<file path="config.mk">
export PLATFORM = sky130hd
export DESIGN_NAME = auth_login_control
export DESIGN_NICKNAME = d
export VERILOG_FILES = /design/src/rtl/auth_login_control.sv
export SDC_FILE = /design/constraint.sdc
export NUM_CORES = 1
export LEC_CHECK = 0
export ABC_AREA = 1
export ABC_CLOCK_PERIOD_IN_PS = 1590
export CAP_MARGIN = 10
export CORE_MARGIN = 4
export CORE_UTILIZATION = 51
export DETAILED_ROUTE_END_ITERATION = 6
export GPL_TIMING_DRIVEN = 0
export MAX_ROUTING_LAYER = met4
export PLACE_DENSITY = 0.76
export RECOVER_POWER = 25
export SYNTH_ARGS = -nofsm -noshare
export SYNTH_HDL_FRONTEND = slang
export SYNTH_SLANG_ARGS = --single-unit
export TNS_END_PERCENT = 50
</file>
<file path="constraint.sdc">
create_clock -name clk -period 1.59 [get_ports clk]
set_input_delay 0.477 -clock clk [delete_from_list [all_inputs] [get_ports clk]]
set_output_delay 0.477 -clock clk [all_outputs]
set_load 0.02 [all_outputs]
</file>
<file path="src/rtl/auth_login_control.sv">
// Login authorizer: selects a user ID, checks a PASS_LEN-digit password digit by digit
// against the password RAM, issues a one-cycle login pulse and enforces a fail lockout.
module auth_login_control #(
  parameter int unsigned PASS_LEN    = 6,
  parameter int unsigned NUM_USERS   = 10,
  parameter int unsigned RAM_LATENCY = 2,
  parameter int unsigned MAX_FAILS   = 3,
  parameter int unsigned LOCK_CYCLES = 50000000
) (
  input  logic       clk,
  input  logic       rst,
  input  logic       Button1_Wire,
  input  logic       Button3_Wire,
  input  logic [3:0] digitInput,
  input  logic       logOutSignalInput,
  input  logic [3:0] ramPassData,
  output logic [5:0] ramPassAddress,
  output logic [5:0] passBeginAddress,
  output logic       loggedInSignalOutput,
  output logic [2:0] authState,
  output logic [2:0] digitCount,
  output logic       failLED,
  output logic       lockLED
);

  localparam int unsigned ADDR_W  = 6;
  localparam int unsigned DIGIT_W = 4;
  localparam int unsigned CNT_W   = 3;
  localparam int unsigned LOCK_W  = 26;
  localparam int unsigned WAIT_W  = (RAM_LATENCY > 1) ? $clog2(RAM_LATENCY) : 1;
  localparam int unsigned FAIL_W  = $clog2(MAX_FAILS + 1);

  typedef enum logic [2:0] {
    S_IDLE        = 3'd0,
    S_GET_DIGIT   = 3'd1,
    S_READ_WAIT   = 3'd2,
    S_COMPARE     = 3'd3,
    S_LOGIN_PULSE = 3'd4,
    S_LOGGED_IN   = 3'd5,
    S_FAIL        = 3'd6,
    S_LOCKED      = 3'd7
  } state_e;

  state_e              state_q, state_d;
  logic [DIGIT_W-1:0]  digit_q, digit_d;
  logic                mismatch_q, mismatch_d;
  logic [WAIT_W-1:0]   wait_q, wait_d;
  logic [FAIL_W-1:0]   fail_cnt_q, fail_cnt_d;
  logic [FAIL_W-1:0]   fail_inc;
  logic [LOCK_W-1:0]   lock_cnt_q, lock_cnt_d;
  logic [ADDR_W-1:0]   base_q, base_d;
  logic [ADDR_W-1:0]   addr_q, addr_d;
  logic [CNT_W-1:0]    dcnt_q, dcnt_d;
  logic                login_q, login_d;
  logic                fail_led_q, fail_led_d;
  logic                lock_led_q, lock_led_d;

  assign fail_inc = fail_cnt_q + FAIL_W'(1);

  // Next-state and next-output logic
  always_comb begin
    state_d    = state_q;
    digit_d    = digit_q;
    mismatch_d = mismatch_q;
    wait_d     = wait_q;
    fail_cnt_d = fail_cnt_q;
    lock_cnt_d = lock_cnt_q;
    base_d     = base_q;
    addr_d     = addr_q;
    dcnt_d     = dcnt_q;
    fail_led_d = fail_led_q;
    login_d    = 1'b0;
    lock_led_d = 1'b0;

    case (state_q)
      S_IDLE: begin
        if (Button1_Wire && (32'(digitInput) < NUM_USERS)) begin
          base_d     = ADDR_W'(32'(digitInput) * PASS_LEN);
          dcnt_d     = '0;
          mismatch_d = 1'b0;
          fail_led_d = 1'b0;
          state_d    = S_GET_DIGIT;
        end
      end
      S_GET_DIGIT: begin
        if (Button3_Wire) begin
          state_d = S_IDLE;
        end else if (Button1_Wire) begin
          digit_d = digitInput;
          addr_d  = base_q + ADDR_W'(dcnt_q);
          wait_d  = '0;
          state_d = S_READ_WAIT;
        end
      end
      S_READ_WAIT: begin
        if (wait_q == WAIT_W'(RAM_LATENCY - 1)) begin
          state_d = S_COMPARE;
        end else begin
          wait_d = wait_q + WAIT_W'(1);
        end
      end
      S_COMPARE: begin
        // Mismatch is sticky so the user never learns which digit was wrong
        mismatch_d = mismatch_q | (digit_q != ramPassData);
        dcnt_d     = dcnt_q + CNT_W'(1);
        if (dcnt_q == CNT_W'(PASS_LEN - 1)) begin
          if (mismatch_d) begin
            fail_led_d = 1'b1;
            state_d    = S_FAIL;
          end else begin
            state_d = S_LOGIN_PULSE;
          end
        end else begin
          state_d = S_GET_DIGIT;
        end
      end
      S_LOGIN_PULSE: begin
        fail_cnt_d = '0;
        state_d    = S_LOGGED_IN;
      end
      S_LOGGED_IN: begin
        if (logOutSignalInput) begin
          base_d     = '0;
          dcnt_d     = '0;
          fail_led_d = 1'b0;
          state_d    = S_IDLE;
        end
      end
      S_FAIL: begin
        fail_led_d = 1'b1;
        if (fail_inc == FAIL_W'(MAX_FAILS)) begin
          fail_cnt_d = '0;
          lock_cnt_d = LOCK_W'(LOCK_CYCLES - 1);
          state_d    = S_LOCKED;
        end else begin
          fail_cnt_d = fail_inc;
          state_d    = S_IDLE;
        end
      end
      S_LOCKED: begin
        if (lock_cnt_q == '0) begin
          state_d = S_IDLE;
        end else begin
          lock_cnt_d = lock_cnt_q - LOCK_W'(1);
        end
      end
      default: state_d = S_IDLE;
    endcase

    // Pulse and lock indicators follow the state being entered so they are registered
    login_d    = (state_d == S_LOGIN_PULSE);
    lock_led_d = (state_d == S_LOCKED);
  end

  always_ff @(posedge clk or negedge rst) begin
    if (!rst) begin
      state_q    <= S_IDLE;
      digit_q    <= '0;
      mismatch_q <= 1'b0;
      wait_q     <= '0;
      fail_cnt_q <= '0;
      lock_cnt_q <= '0;
      base_q     <= '0;
      addr_q     <= '0;
      dcnt_q     <= '0;
      login_q    <= 1'b0;
      fail_led_q <= 1'b0;
      lock_led_q <= 1'b0;
    end else begin
      state_q    <= state_d;
      digit_q    <= digit_d;
      mismatch_q <= mismatch_d;
      wait_q     <= wait_d;
      fail_cnt_q <= fail_cnt_d;
      lock_cnt_q <= lock_cnt_d;
      base_q     <= base_d;
      addr_q     <= addr_d;
      dcnt_q     <= dcnt_d;
      login_q    <= login_d;
      fail_led_q <= fail_led_d;
      lock_led_q <= lock_led_d;
    end
  end

  assign authState            = state_q;
  assign ramPassAddress       = addr_q;
  assign passBeginAddress     = base_q;
  assign digitCount           = dcnt_q;
  assign loggedInSignalOutput = login_q;
  assign failLED              = fail_led_q;
  assign lockLED              = lock_led_q;

endmodule
</file>
==> results of run 1 <==
[synth_stat cells, types with 3 or more instances]
cell,instances
o21ai_1,19
xnor2_1,9
nand2_1,112
inv_2,5
dfrtp_1,54
nor2_2,6
nor2_1,54
ha_1,9
o21ai_0,24
xor2_1,10
buf_6,5
nand3_1,24
inv_1,41
nand4_1,9
nand3b_1,4
nor3_1,3
a21oi_1,4
o22ai_1,4
[power groups by stage]
stage                     Combinational, uW  Clock, uW  Sequential [uW]
after floorplan                         639          0             2070
after global placement                 1410          0             1890
after detailed placement               1470          0             1890
after CTS                              1400        976             1870
after global routing                   1560       1050             1920
final                                  1400        974             1880
[cell families (layout without fill, tap and decap cells)]
kind of cell | count (synthesis) | in the layout
AOI/OAI and AO/OA | 57 | 57
xor gates and xnor gates | 19 | 19
adders and majority gates | 11 | 11
buffers and inverters | 55 | 146
DFF | 54 | 54
other | 1 | 1
and+or+nand+nor | 222 | 223
[cell usage in the layout, fill, tap and decap left out, types with 10 or more instances in the layout]
cell type	instances
nand3_1	22
nor2_1	33
inv_1	36
o21ai_2	12
buf_4	46
dfrtp_1	44
nor2_2	15
o21ai_1	11
nor2_4	13
nand2_2	11
o21ai_0	19
dlygate4sd2_1	16
nand2_1	101
xor2_1	10
dfrtp_2	10
[area by class of cell]
class	instances	area share [%]
Inverter	46	3.92
Buffer	9	1.99
Clock buffer	7	1.93
Sequential cell	54	30.5
Timing Repair Buffer	83	16.1
Tap cell	75	2.10
Clock inverter	1	0.672
Multi-Input combinational cell	311	42.7
[per-layer routing]
metal	vias up	wire (um)	global-route usage, %
li1	1537	-	-
met1	1621	3900	31.0
met2	166	4600	40.3
met3	48	691	5.17
met4	0	354	8.93
met5	-	0	-
[sequential cells by signal (all words and copies together), names as in the netlist]
register	flops
authState	3
loggedInSignalOutput	1
ramPassAddress	6
passBeginAddress	5
wait_q	1
digitCount	3
failLED	1
mismatch_q	1
fail_cnt_q	2
lockLED	1
digit_q	4
lock_cnt_q	26
[per-stage QoR]
| stage | hold WS, ns | setup TNS [ns] |
|---|---|---|
| after floorplan | 0.181 | -0.00164 |
| after global placement | 0.463 | -103.81 |
| after detailed placement | 0.478 | -16.41 |
| after CTS | 0.173 | -1.72 |
| after global routing | 0.211 | -6.41 |
| final | 0.173 | -3.33 |
[worst max path at each step]
stage,startpoint,to,slack (ns),depth (start not counted)
after global routing,lock_cnt_q[14]$_DFFE_PN0P_,lock_cnt_q[18]$_DFFE_PN0P_,-0.26,12
after global placement,rst,passBeginAddress[1]$_DFFE_PN0P_,-1.84,1
after floorplan,authState[2]$_DFF_PN0_,lock_cnt_q[2]$_DFFE_PN0P_,-0.002,8
final,lock_cnt_q[14]$_DFFE_PN0P_,lock_cnt_q[18]$_DFFE_PN0P_,-0.20,12
after CTS,lock_cnt_q[1]$_DFFE_PN0P_,lock_cnt_q[2]$_DFFE_PN0P_,-0.1,11
after detailed placement,digitInput[2],loggedInSignalOutput$_DFF_PN0_,-0.71,9
[repair_timing]
action | in CTS | in global routing
hold buffers | 0 | 0
endpoints found under the hold margin | 0 | 0
cloned | 6 | 0
pin swaps | 18 | 16
gates resized for setup | 81 | 62
buffers inserted | 26 | 19
setup endpoints to repair | 67 | 52
[critical path: stages, from the launching register on]
cell and delay (ns):
dfrtp_1 0.43, nor2_2 0.16, buf_4 0.12, buf_4 0.09, buf_4 0.09, buf_4 0.09, nand2_1 0.07, nor2_2 0.14
nand3_2 0.12, xor2_1 0.19, nor2_1 0.06, nand2_1 0.07, nand2_1 0.05
==> metrics.txt, run 1 <==
Total Routing Usage GR 25.0%; die width 87.6 um; Antenna Cells 0; via count 3372; Gate Count Post-Synth 419; largest family of logic cells by synthesized area simple AND/OR/NAND/NOR gates; Adder-Cell Fraction of Synth Area 4.72%; clock buffer count from CTS 5; synthesis-to-finish area growth 38.3%; Synth Area in Simple Gates 31.0%; Clk pin slew, worst setup/hold paths 0.09 ns; library cells used by synthesis 36; Slew headroom 56.3%; r2r setup slk -0.20 ns; WS Path Type reg -> reg; dpl cells 527; sw power 1570 uW; final core utilization 74.2%; Tot Pwr 4250 uW; CP Capture Type flip-flop; switch share 36.9%; CTS tree yes; #FFs+latches synth 54; PD cells 951 nW/um2; Post-Place Cell Area 3670 um2; max-slew violations 0; drt first pass iters 5; synth top area cells dfrtp_1 (42%), nand2_1 (13%), nor2_1 (6.3%); post-route cell area 4470 um2; final setup fails 30; Crit path required time 1.80 ns; placer congestion estimate 0.933; fill count 410; period utilization 112%; Critical Path Start Type flip-flop; clock share of power 22.9%; Critical R2R Launch lock_cnt_q[14]$_DFFE_PN0P_; cells on worst reg2reg path 12; maxcap violations 0; Initial Utilization 53.7%; failing checks setup timing; compound-gate portion of the synthesized area 9.56%; largest net degree at the start of global routing 31; drt wl/cell 16.3 um; DIE AREA 7680 um2; Crit Path Max Fanout 3; ys flop type dfrtp_1; # rows 28; Syn Std Cell Area 3230 um2; XOR/XNOR Fraction of Synth Area 5.15%; EDFF count, synth 0; LEAKAGE 0.00234 uW; CTS root buffer clkbuf_8; H-tree depth 2; Layout Skew 0.00569 ns; HPWL after detailed placement 5680 um; core area 6030 um2; Internal Power 2680 uW; largest area contributor in the netlist dfrtp_1; NumNets Final 534; peak supply drop 0.00100 V; 1st-iter DRT viols 256; multi-input gate area in the final layout 1910 um2; vias in the first global route 3226; Sequential Power Share 44.2%; top cell type's share of synthesized area 41.8%; Post-Route WL 9540 um; Congestion Overflow GR 0; latest clock arrival within the worst-skew pair 0.32 ns; Tmin final 1.79 ns; fin cells 586; Achievable Freq 560 MHz; RSZ-0062 raised after global routing yes; Synth async-reset ratio 100%; first-pass GRT wire length 14800 um; Via density 5.75; post-synthesis mux area share 0%; Clock Path Buffers 2; final worst slack -0.196 ns; syn nets 443; worst slew pin tran 0.655 ns; Hold/Removal Path Class in -> async; Seq/Total Area, Yosys 41.8%; pre-CTS setup slack -0.714 ns; initial antenna violation count 0; Port Buf Inserts 32; share of cells above drive strength 1 31.9%; Reg area 1360 um2; antenna-violating nets left 0; clock sink count 54; yosys warns 0; FF-to-FF End lock_cnt_q[18]$_DFFE_PN0P_; average size of a mapped cell 7.72 um2; data arrival time of the critical path 2.00 ns; Die Ht 87.6 um; I/O pins 34; endpoints failing hold 0; status finished, violations left; Comb power frac 32.9%; DRC 0
(Power assumes the default switching activity.)
==> run 2, diff against run 1 <==
- CAP_MARGIN: 10 -> 15
==> results of run 2 <==
No change in the layout: final DEF, timing and power equal those of run 1.
==> run 3, diff against run 2 <==
- ABC_CLOCK_PERIOD_IN_PS: 1590 -> unset
- GPL_ROUTABILITY_DRIVEN: unset -> 0
==> run 3 against run 2 <==
Net effect:
- design area is 4.4% lower
- register-to-register slack better by 0.03 ns
- combinational power hardly changed
- sequential share of layout area is 1.4 points higher
- largest cell class unchanged
- clock skew is 0.0010 ns higher
- largest power group unchanged
- critical endpoint is now lock_cnt_q[1]$_DFFE_PN0P_
- via count is 5.7% lower
- hold slack better by 0.20 ns
- die area stayed put
- the flow still finishes with violations (setup timing)
- worst setup slack better by 0.028 ns
- first-iteration DRC count is 8.2% higher
- clock power is 22% lower
- critical path type unchanged
==> metrics.txt, run 3 (same netlist as run 1, synthesis figures left out) <==
I/O pins 34; Total Routing Usage GR 24.0%; max-slew violations 0; die width 87.6 um; Initial Utilization 53.7%; DIE AREA 7680 um2; commonest non-fill, non-tap cells in the layout nand2_1 (104), dfrtp_1 (45), buf_4 (38), inv_1 (37), nor2_1 (36); max reg flops 26; fin cells 576; Hold/Removal Path Class in -> async; final setup fails 26; drt first pass iters 5; share of cells above drive strength 1 27.9%; vias in the first global route 3034; Tmin final 1.76 ns; Top Usage Layer GRT met2; met2 Track Usage GR 38.4%; Antenna Cells 0; met1 Track Usage GR 30.6%; Post-Route WL 8590 um; clock buffer count from CTS 5; CP Capture Type flip-flop; Clk pin slew, worst setup/hold paths 0.10 ns; first-pass GRT wire length 13900 um; DRC 0; Clock Path Buffers 2; initial antenna violation count 0; via count 3181; Top reg by flops lock_cnt_q; crit-path cells nor2_4, nand2_1, nor2_4, nand2_2, o21ai_4, nand2_4, buf_12, buf_16, nand2_2, o21ai_1; Post-CTS Hold Fix Bufs 0; maxcap violations 0; clock sink count 54; PD cells 946 nW/um2; worst slew pin tran 1.17 ns; # rows 28; status finished, violations left; Critical Path Start Type flip-flop; latest clock arrival within the worst-skew pair 0.31 ns; Slew headroom 22.1%; HPWL after detailed placement 5650 um; Port Buf Inserts 32; Congestion Overflow GR 0; peak supply drop 0.000706 V; pre-CTS setup slack -0.721 ns; commonest non-fill, non-tap cell in the layout nand2_1; Post-Place Cell Area 3670 um2; Crit path required time 1.79 ns; failing checks setup timing; 1st-iter DRT viols 277; Via density 5.52; CTS root buffer clkbuf_8; post-route cell area 4270 um2; WS Path Type reg -> reg; Layout Skew 0.00671 ns; LEAKAGE 0.00226 uW; Die Ht 87.6 um; antenna-violating nets left 0; H-tree depth 2; dpl cells 527; highest cell delay on the worst timing path 0.42 ns; drt wl/cell 14.9 um; CP max stage cell dfrtp_1; synthesis-to-finish area growth 32.2%; endpoints failing hold 0; RSZ-0062 raised after global routing yes; largest net degree at the start of global routing 34; data arrival time of the critical path 1.95 ns; met3 Usage GRT 4.42%; period utilization 111%; NumNets Final 525; final worst slack -0.168 ns; Achievable Freq 569 MHz; core area 6030 um2; CTS tree yes; Crit Path Max Fanout 5; Setup TNS Final -2.31 ns
[run 3: area by class of cell]
cell class	instances	area, um2
multi-input cells	311	1830
flip-flops and latches	54	1360
clock inverters	2	13.8
well taps	75	93.8
repair buffers	74	644
clock buffers	5	68.8
inverters	46	175
plain buffers	9	88.8
fillers	477	1750
[run 3: worst paths after layout]
kind / startpoint / to / cells after the start / slack [ns]
min in group clk: ramPassAddress[0]$_DFFE_PN0P_ / ramPassAddress[0]$_DFFE_PN0P_ / 2 / 0.49
worst max-delay path: lock_cnt_q[9]$_DFFE_PN0P_ / lock_cnt_q[1]$_DFFE_PN0P_ / 10 / -0.17
worst min register to register: ramPassAddress[0]$_DFFE_PN0P_ / ramPassAddress[0]$_DFFE_PN0P_ / 2 / 0.49
worst max register to register: lock_cnt_q[9]$_DFFE_PN0P_ / lock_cnt_q[1]$_DFFE_PN0P_ / 10 / -0.17
worst min-delay path: rst / ramPassAddress[1]$_DFFE_PN0P_ / 1 / 0.37
max in group asynchronous: rst / lock_cnt_q[18]$_DFFE_PN0P_ / 2 / 0.15
[run 3: repair_timing]
action | 4_1_cts | 5_1_grt
setup buffers | 20 | 18
endpoints found under the setup margin | 67 | 54
pin swaps | 14 | 16
resized for setup | 70 | 50
hold endpoints to repair | 0 | 0
gates cloned | 4 | 0
[run 3: critical path, delay by kind of cell (launching register included)]
| family | cells | cell delay, ns |
|---|---|---|
| AND/OR/NAND/NOR | 6 | 0.65 |
| AO/OA/AOI/OAI | 2 | 0.29 |
| buffers and inverters | 2 | 0.27 |
| flip-flops | 1 | 0.42 |
[run 3: metrics by stage]
step,util [%],total power (uW),hold WS [ns]
2_1_floorplan,-,2710,0.181
3_3_place_gp,60.7,3300,0.465
3_5_place_dp,61.0,3340,0.471
4_1_cts,67.3,4040,0.143
5_1_grt,70.9,4340,0.454
6_report,70.9,4040,0.375
[run 3: power by group]
group,switching [uW],internal [uW]
clock network,452,305
logic,875,540
registers,224,1650
[run 3: metal layers]
| metal | share of wire, % | vias up |
|---|---|---|
| li1 | - | 1517 |
| met1 | 42 | 1491 |
| met2 | 49 | 136 |
| met3 | 5.8 | 37 |
| met4 | 3.8 | 0 |
| met5 | 0 | - |
